File: src/rtl/fib_pkg.sv
// Shared constants and types for the Fibonacci binary-to-BCD converter.
// Optional leading-zero blanking is enabled by defining FIB_BCD_BLANK_EN.
package fib_pkg;

  localparam int BIN_W_DEF = 11;
  localparam int NDIG_DEF  = 4;

  localparam logic [3:0] BLANK = 4'hF;

  typedef enum logic {
    IDLE,
    BUSY
  } state_t;

endpackage

File: src/rtl/fib_bcd_conv_bcd_adj3.sv
// Double-dabble digit correction: add 3 to a BCD digit of 5 or more.
// Purely combinational; one instance per output digit.
module bcd_adj3
  import fib_pkg::*;
(
  input  logic [3:0] d,
  output logic [3:0] q
);

  assign q = (d >= 4'd5) ? d + 4'd3 : d;

endmodule

File: src/rtl/fib_bcd_conv.sv
// Sequential binary-to-BCD converter (double-dabble), BIN_W shifts per result.
// Define FIB_BCD_BLANK_EN to replace leading zero digits with 4'hF on load.
module fib_bcd_conv
  import fib_pkg::*;
#(
  parameter int BIN_W = BIN_W_DEF,
  parameter int NDIG  = NDIG_DEF
) (
  input  logic              clk,
  input  logic              rst_n,
  input  logic              start,
  input  logic [BIN_W-1:0]  bin,
  output logic              ready,
  output logic              done,
  output logic [4*NDIG-1:0] bcd
);

  localparam int BW = 4 * NDIG;
  localparam int CW = $clog2(BIN_W + 1);

  state_t           state;
  logic [BIN_W-1:0] sr;
  logic [BIN_W-1:0] sr_n;
  logic [BW-1:0]    work;
  logic [BW-1:0]    adj;
  logic [BW-1:0]    work_n;
  logic [BW-1:0]    res;
  logic [CW-1:0]    cnt;

  for (genvar g = 0; g < NDIG; g++) begin : g_adj
    bcd_adj3 u_adj (
      .d (work[4*g +: 4]),
      .q (adj[4*g +: 4])
    );
  end

  assign {work_n, sr_n} = {adj, sr} << 1;

`ifdef FIB_BCD_BLANK_EN
  logic lead;

  // Walk down from the top digit; digit 0 always shows.
  always_comb begin
    lead = 1'b1;
    res  = work_n;
    for (int i = NDIG - 1; i > 0; i--) begin
      if (lead && work_n[4*i +: 4] == 4'd0)
        res[4*i +: 4] = BLANK;
      else
        lead = 1'b0;
    end
  end
`else
  assign res = work_n;
`endif

  always_ff @(posedge clk) begin
    if (!rst_n) begin
      state <= IDLE;
      ready <= 1'b1;
      done  <= 1'b0;
      bcd   <= '0;
      sr    <= '0;
      work  <= '0;
      cnt   <= '0;
    end else begin
      done <= 1'b0;
      unique case (state)
        IDLE: begin
          if (start) begin
            sr    <= bin;
            work  <= '0;
            cnt   <= CW'(BIN_W);
            ready <= 1'b0;
            state <= BUSY;
          end
        end
        BUSY: begin
          sr   <= sr_n;
          work <= work_n;
          cnt  <= cnt - CW'(1);
          // Last shift: publish the shifted value directly.
          if (cnt == CW'(1)) begin
            bcd   <= res;
            done  <= 1'b1;
            ready <= 1'b1;
            state <= IDLE;
          end
        end
      endcase
    end
  end

endmodule

File: config.mk
export PLATFORM = sky130hd
export DESIGN_NAME = fib_bcd_conv
export DESIGN_NICKNAME = d
export VERILOG_FILES = /design/src/rtl/fib_pkg.sv /design/src/rtl/fib_bcd_conv_bcd_adj3.sv /design/src/rtl/fib_bcd_conv.sv
export SDC_FILE = /design/constraint.sdc
export NUM_CORES = 1
export LEC_CHECK = 0
export BUFFER_PORTS_ARGS = -buffer_cell sky130_fd_sc_hd__buf_4
export CAP_MARGIN = 20
export CORE_ASPECT_RATIO = 1.1
export CORE_MARGIN = 5
export CORE_UTILIZATION = 56
export CTS_CLUSTER_DIAMETER = 100
export DETAILED_ROUTE_END_ITERATION = 10
export HOLD_SLACK_MARGIN = 0.02
export PLACE_DENSITY = 0.78
export SETUP_SLACK_MARGIN = 0.1
export SLEW_MARGIN = 40
export SYNTH_ARGS = -nofsm -noshare
export SYNTH_HDL_FRONTEND = slang
export SYNTH_SLANG_ARGS = --single-unit
File: constraint.sdc
create_clock -name clk -period 2.1 [get_ports clk]
set_clock_uncertainty 0.15 [all_clocks]
set_input_delay 0.42 -clock clk [delete_from_list [all_inputs] [get_ports clk]]
set_output_delay 0.42 -clock clk [all_outputs]
set_load 0.01 [all_outputs]
==> flow_results.org, run 1 <==
** Critical path
- Worst Path Max Fanout :: 4
- Startpoint type of the worst setup path :: flip-flop
- CP required :: 2.16 ns
- For flop-to-flop paths, the worst setup slack is 0.36 ns.
- Worst endpoint data arrival time :: 1.80 ns
- Critical path class :: flip-flop to flip-flop
- Walking the worst path, the cells encountered are inv_1, ha_1, nand2b_1, a21oi_1, mux2_2, o32ai_1.
- Cell depth of the worst flop-to-flop path :: 6
- Crit end category :: flip-flop
- Total buffers and inverters traversed by the critical path :: 1
- For this run, the slowest stage of the critical path takes 0.40 ns.
- The worst register-to-register path ends at work[2].
- Broken down by cell family, the worst path's largest delay share belongs to multiplexers.
- For this design, the slowest cell found on the critical path is mux2_2.
- Start of the worst register-to-register path :: work[1]

** Global routing
- Vias in the first global route :: 1609
- Maximum number of pins on one net before global-route repair :: 38
- Global routing finished with a remaining overflow of 0.
- All-Layer GR Usage :: 16.0%
- Initial antenna violation count :: 0
- Wire length of the first global-routing pass :: 7160 µm

** Worst hold path
- The startpoint identified for the worst hold timing path is rst_n.
- Min-delay worst type :: input port to flip-flop
- Destination of the worst hold path :: cnt[0]
- The worst hold path was traced through 3 stages.

** Yosys
- Flip-flop and latch count after synthesis :: 50
- Share of synthesized area occupied by flip-flops and latches :: 43.0%
- Synth Warn # :: 0
- Avg Synthesized Cell Area :: 9.42 µm²
- The biggest area contributor in the post-synthesis netlist is dfxtp_1.
- Post-Synthesis Net Count :: 271
- Ranking of synthesized cells by area :: dfxtp_1 (43%), ha_1 (5.4%), mux2i_1 (4.7%)
- Netlist Area Pre-Place :: 0.00233 mm²
- The cell count after synthesis came out at 247.
- Counting distinct cell types in the post-synthesis netlist gives 32.
- In this run the biggest area consumer among cell types represents 43.0% of the synthesized area.

** Timing
- Derived from the worst setup path, the maximum achievable clock frequency is 575 MHz.
- The final-report hold violation count came to 0.
- Summed over all failing endpoints, the final setup total negative slack is 0 ns.
- Final setup violation count :: 0
- Number of max-slew violations in the final report :: 0
- In this run the tightest slew margin relative to its limit is 69.6%.
- Hold timing on the final database bottoms out at a slack of 0.294 ns.
- Worst Tran Pin Value :: 0.455 ns
- After layout, the worst path uses 82.9% of the clock period.
- Setup repair after global routing left no endpoint under its margin.
- After layout, the minimum clock period comes to 1.74 ns.

** CTS
- CTS Buf Count :: 5
- Once the clock tree was built, the setup fixing pass inserted 0 buffers.
- CTS root buf :: clkbuf_8
- The H-tree was split into 2 levels.
- After clock tree synthesis, the clock-pin slew on the worst setup and hold paths is 0.09 ns.
- Clock latency on the worst-skew pair :: 0.30 ns
- The longest clock path from root to sink contains 2 buffers.
- Number of gates given a new drive strength after cts :: 0
- The clock drives 50 sinks.
- Count of hold buffers inserted by post-cts repair :: 0
- TritonCTS built the clock tree.

** Floorplanning
- Die Width :: 71.5 µm
- Die height :: 77.6 µm
- For this configuration, the core starts out at a cell density of 58.2%.
- Placement Rows :: 24
- IO Pins :: 32
- The floorplan step defined a die boundary enclosing 0.00554 mm².
- Placeable core region :: 0.00399 mm²

** Drt
- In this run, the number of DRC markers left after iteration 0 of detailed routing was 62.
- Dividing the detail-routed wire length by the instance count gives 13.1 µm.
- Once detail routing completed, the nets flagged for antenna violations numbered 0.
- The routed layout has 1747 vias.
- DRC Markers :: 0
- Dividing the detail-routed via count by the number of cells gives 5.34.
- Number of detailed-routing iterations run before antenna repair :: 4
- After detailed routing, the total wire length is 4270 µm.

** Run status
- Outcome :: complete, no violations

** Job
- Max-cap violations in this run came to 0.

** Place
- Summed over all nets, the half-perimeter wirelength after detailed placement is 2960 µm.
- Final estimated routing congestion in global placement :: 0.777
- Port buffering added 31 buffers.

** Layout
- Ant. Diodes :: 0
- For this run, the post-layout net count is 298.
- The filler cells instantiated in the layout total 351.
- Most common cell after layout, fill and taps aside :: dfxtp_1
- In the final layout, the share of cells above drive strength 1 is 25.8%.
- Most frequent cells in the layout :: dfxtp_1 (50), buf_4 (35), nand2_1 (23)
- Area overhead of the layout relative to synthesis :: 16.1%

** Pwr
- Areal power density over the cells :: 729 mW/mm²
- Largest voltage drop on the vdd net :: 0.000598 V
- P_leak :: 1.06 nW
synthesized netlist by cell type:
cell / n
o21ai_2: 11
dfxtp_1: 50
a21oi_1: 13
mux2_2: 5
nand2b_1: 7
buf_6: 4
xnor2_1: 4
nand2_1: 23
o32ai_1: 11
mux2i_1: 11
and2_1: 10
nor3b_1: 10
buf_4: 1
and4bb_4: 1
nor2b_2: 1
a22o_1: 4
inv_1: 15
inv_2: 1
o21ai_1: 2
o311a_1: 1
xor2_1: 1
nor2_1: 2
o21ai_0: 17
o211a_1: 1
nor3_1: 3
ha_1: 10
buf_2: 4
nor2b_1: 6
a21boi_1: 1
nand2_2: 9
nand3_1: 2
clkbuf_1: 6
worst max-delay path by stage:
stage,startpoint,to,slack [ns],cells past startpoint
6_report,work[1],work[2],0.36,6
5_1_grt,work[1],work[2],0.23,6
4_1_cts,work[9],work[10],0.36,6
3_5_place_dp,work[1],work[2],0.39,6
3_3_place_gp,work[9],work[10],0.43,6
2_1_floorplan,work[9],work[10],0.51,6
area by class of cell:
class	instances	area (µm²)	area share [%]
multi-input cells	166	1170	43.3
repair buffers	35	263	9.73
clock inverters	2	60.1	2.22
well taps	52	65.1	2.41
flip-flops and latches	50	1000	37.1
clock buffers	6	82.6	3.06
inverters	16	60.1	2.22
kinds of logic (layout without fill, tap and decap cells):
| group | Yosys count | count (layout) | share of synthesized area, % |
|---|---|---|---|
| compound gates | 61 | 61 | 17.9 |
| xor+xnor | 5 | 5 | 1.88 |
| fa+ha+maj | 10 | 10 | 5.38 |
| buf+inv | 31 | 59 | 6.67 |
| flops | 50 | 50 | 43.0 |
| mux | 16 | 16 | 7.15 |
| simple gates | 74 | 74 | 18.0 |
through the flow:
stage          std cells  worst slack, ns  power, W  area, µm²  util, %
2_1_floorplan        247            0.511   0.00113       2330        -
3_3_place_gp         319            0.427   0.00117       2560     64.1
3_5_place_dp         319            0.388   0.00118       2560     64.1
4_1_cts              327            0.359   0.00199       2700     67.6
5_1_grt              327            0.233   0.00206       2700     67.6
6_report             327            0.360   0.00197       2700     67.6
where the power goes:
group | switching, W | leakage [nW] | internal (W)
Sequential | 0.0000172 | 0.406 | 0.000974
Clock | 0.000309 | 0.0714 | 0.000508
Combinational | 0.0000889 | 0.584 | 0.0000717
Total | 0.000415 | 1.06 | 0.00155
flip-flops by register name, indices dropped and copies added, names as in the netlist:
register and flops:
ready 1, done 1, state 1, bcd 16, work 16, sr 11, cnt 4
layer usage:
layer | track usage [%] | wire [µm] | up-vias
met1 | 19.9 | 1980 | 806
met5 | 0 | 0 | -
met3 | 5.04 | 207 | 6
met2 | 25.8 | 2030 | 29
li1 | - | - | 906
met4 | 5.64 | 52 | 0
tightest hold or removal path, stage by stage:
cell,delay [ns]
buf_4,0.18
nand2_1,0.07
nor2_1,0.03
(Power assumes the default switching activity.)
==> run 2, diff against run 1 <==
--- a/config.mk
+++ b/config.mk
@@ -5,15 +5,16 @@
 export SDC_FILE = /design/constraint.sdc
 export NUM_CORES = 1
 export LEC_CHECK = 0
+export ABC_AREA = 1
 export BUFFER_PORTS_ARGS = -buffer_cell sky130_fd_sc_hd__buf_4
 export CAP_MARGIN = 20
 export CORE_ASPECT_RATIO = 1.1
 export CORE_MARGIN = 5
-export CORE_UTILIZATION = 56
+export CORE_UTILIZATION = 51
 export CTS_CLUSTER_DIAMETER = 100
 export DETAILED_ROUTE_END_ITERATION = 10
 export HOLD_SLACK_MARGIN = 0.02
-export PLACE_DENSITY = 0.78
+export PLACE_DENSITY = 0.75
 export SETUP_SLACK_MARGIN = 0.1
 export SLEW_MARGIN = 40
 export SYNTH_ARGS = -nofsm -noshare
==> constraint.sdc (replaced) <==
create_clock -name clk -period 1.4 [get_ports clk]
set_clock_uncertainty 0.15 [all_clocks]
set_input_delay 0.28 -clock clk [delete_from_list [all_inputs] [get_ports clk]]
set_output_delay 0.28 -clock clk [all_outputs]
set_load 0.01 [all_outputs]
==> flow_results.org, run 2 <==
** Run status
- The flow ran to the end, and the final reports show no timing, DRC or antenna violations.

** CTS
- Clock-pin slew was measured on the worst setup and hold paths at 0.09 ns.
- In this run the deepest clock path goes through 2 buffers.
- Clock latency on the worst-skew pair :: 0.30 ns
- CTS root buf :: clkbuf_8
- The clock tree synthesis step divided the H-tree into 2 levels.
- Buffers inserted to repair hold after CTS numbered 0.
- TritonCTS built the clock tree.
- CTS Buf Count :: 5
- Number of clock sinks :: 50

** Drt
- Wire length reported by the detailed router :: 5710 µm
- After detailed routing, the number of vias per cell comes to 5.26.
- Detailed-route wire length per cell :: 13.4 µm
- Via count :: 2239
- In the routed design, unresolved DRC markers number 0.
- Number of antenna-violating nets in the routed design :: 0
- For this run, the detailed router's first-pass iteration total came to 4.
- Iter 0 DRT Violations :: 110

** Place
- Cells after DPL :: 408
- HPWL after detailed placement :: 3460 µm
- During placement, the flow inserted port buffers numbering 31.
- Summing all placed instances gives a cell area of 0.00266 mm².
- Final estimated routing congestion in global placement :: 0.793
- Placement Setup Slack :: -0.0230 ns

** Pwr
- Largest voltage drop on the vdd net :: 0.000782 V
- Dividing total power by cell area gives a power density of 837 mW/mm².
- P_leak :: 1.52 nW

** Yosys
- Counting every net in the synthesized netlist gives 345.
- The synthesized netlist occupies a cell area of 0.00228 mm².
- Share of synthesized area occupied by flip-flops and latches :: 43.9%
- Synth Warn # :: 0
- Counting flops and latches in the post-synthesis netlist gives 50.
- Number of cells produced by synthesis :: 321
- Of all flip-flops after synthesis, the portion carrying an async set or reset was 0%.
- By area the synthesized netlist is led by dfxtp_1 (44%), nand2_1 (20%), nand3_1 (6.2%).
- In this run the biggest area consumer among cell types represents 43.9% of the synthesized area.
- Cell types with the highest counts after synthesis :: nand2_1 (119), dfxtp_1 (50), inv_1 (35), nand3_1 (28), a21oi_1 (21)
- Cell with the most instances after synthesis :: nand2_1
- Top FF cell, synth :: dfxtp_1
- Synthesis instantiated 21 different standard cells from the library.
- In this run, synthesis inferred 0 flip-flops with an integrated enable.
- Avg Synthesized Cell Area :: 7.10 µm²
- Cell taking the most area after synthesis :: dfxtp_1

** Floorplanning
- Placeable core region :: 0.00432 mm²
- Starting density of the core :: 52.8%
- The initialized floorplan defines 25 standard-cell rows.
- Die height :: 80.1 µm
- The die covers 0.00591 mm².
- IO Pins :: 32
- The die is 73.7 µm wide.

** Timing
- The final-report hold violation count is 0.
- Timing would allow up to 743 MHz.
- RSZ-0062 raised after global routing :: true
- Measured against its own limit, the worst slew margin works out to 81.0%.
- Total Neg Setup Slack :: 0 ns
- Slack of the critical path :: 0.0547 ns
- Final setup violation count :: 0
- Counting I/O delays and the setup requirement, the final critical path takes 1.35 ns.
- The max-slew violation count is 0.
- Worst Tran Pin Value :: 0.284 ns
- Of the available clock period, the critical path in the final layout requires 96.1%.

** Global routing
- Global routing used 18.9% of the available tracks.
- Vias in the first global route :: 2035
- The total overflow left after global routing is 0.
- The first global-routing pass estimated 8740 µm of wire.
- Entering global routing, the biggest net connects 20 pins.
- Initial antenna violation count :: 0

** Layout
- After the last flow step, the layout net total stands at 395.
- The finished cells cover 0.00319 mm².
- The top cell types in the final layout, fill and taps aside, are nand2_1 (94), buf_4 (50), dfxtp_1 (38).
- Ant. Diodes :: 0
- Area overhead of the layout relative to synthesis :: 39.9%
- The post-route netlist has 38.7% of its cells at a drive strength greater than 1.
- Most common cell after layout, fill and taps aside :: nand2_1
- Final Instance Count excl. Fillers :: 426
- Measured on the finished design, the core utilization comes to 73.8%.
- The largest registers in the layout are bcd (16), work (16), sr (11).

** Critical path
- R2R Setup Slk :: 0.05 ns
- Start of the worst register-to-register path :: cnt[1]
- For the worst setup path, the data arrival time is 1.44 ns.
- Worst Path Max Fanout :: 8
- The critical path in this run is classified as flip-flop to flip-flop.
- Data on the critical path is required at its endpoint by 1.49 ns.
- Startpoint type of the worst setup path :: flip-flop
- Reg2reg end :: bcd[10]
- STA classifies the critical path endpoint as a flip-flop.
- Cell depth of the worst flop-to-flop path :: 8

** Worst hold path
- Hold-critical path depth :: 3
- Worst Min Path Start :: bin[0]
- The min-delay analysis places its worst path in the category input port to flip-flop.
- The path with the worst hold slack has its endpoint at sr[0].

** Job
- The tool flagged a number of max-cap violations equal to 0.
-- run 2: cell count changes after synthesis, sizes merged, moves of 10 or more --
| cell | change |
|---|---|
| mux2i | -10 |
| and2 | -10 |
| nand2 | +88 |
| nor3b | -10 |
| o32ai | -11 |
| nand3 | +26 |
| inv | +21 |
-- run 2: metrics by stage --
step	total power, W	hold slack (ns)
floorplan	0.00167	0.268
global placement	0.00176	0.289
detailed placement	0.00177	0.291
CTS	0.00264	0.0834
global route	0.00277	0.0893
finish	0.00267	0.0941
-- run 2: layout make-up --
class,instances,area [µm²]
Inverter,37,161
Clock inverter,1,5.00
Sequential cell,50,1020
Tap cell,54,67.6
Timing Repair Buffer,55,454
Clock buffer,7,86.3
Fill cell,326,1130
Multi-Input combinational cell,222,1390
-- run 2: worst max-delay path, cell delays in order, from the launching register on --
cell	delay, ns
dfxtp_2	0.33
inv_2	0.04
ha_4	0.15
nand3_4	0.09
inv_6	0.05
nor2_4	0.15
clkbuf_16	0.20
nand2_2	0.05
o21ai_1	0.06
-- run 2: cells by family after synthesis --
| group | after synthesis | share of synthesized area, % |
|---|---|---|
| compound gates | 49 | 11.5 |
| fa+ha+maj | 10 | 5.49 |
| buf+inv | 49 | 8.68 |
| flops | 50 | 43.9 |
| mux | 1 | 0.439 |
| simple gates | 162 | 30.0 |
-- run 2: what timing repair did --
action,CTS,global route
buffers inserted,4,5
pin swaps,9,18
endpoints found under the setup margin,42,37
cloned,0,1
resized for setup,46,67
hold endpoints to repair,0,0
-- run 2: worst max path at each step --
stage,from,end,depth (start not counted)
after floorplan,work[0],work[1],8
after global placement,state,bcd[15],8
after detailed placement,state,bcd[12],6
after CTS,state,bcd[12],8
after global routing,cnt[1],bcd[10],8
final,cnt[1],bcd[10],8
-- run 2: metal layers --
metal  part of all wire (%)  global-route usage (%)  vias up  wire, µm
met2                     50                    34.2       63      2860
li1                       -                       -     1136         -
met1                     42                    21.3     1031      2390
met3                    6.4                    4.51        9       367
met4                    1.6                    5.98        0        92
met5                      0                       0        -         0
-- run 2: report_power, final --
part           leakage, nW  switching, W  internal [W]
clock               0.0482      0.000465      0.000400
sequential           0.412     0.0000275       0.00146
combinational         1.06      0.000183      0.000136
total                 1.52      0.000676       0.00199
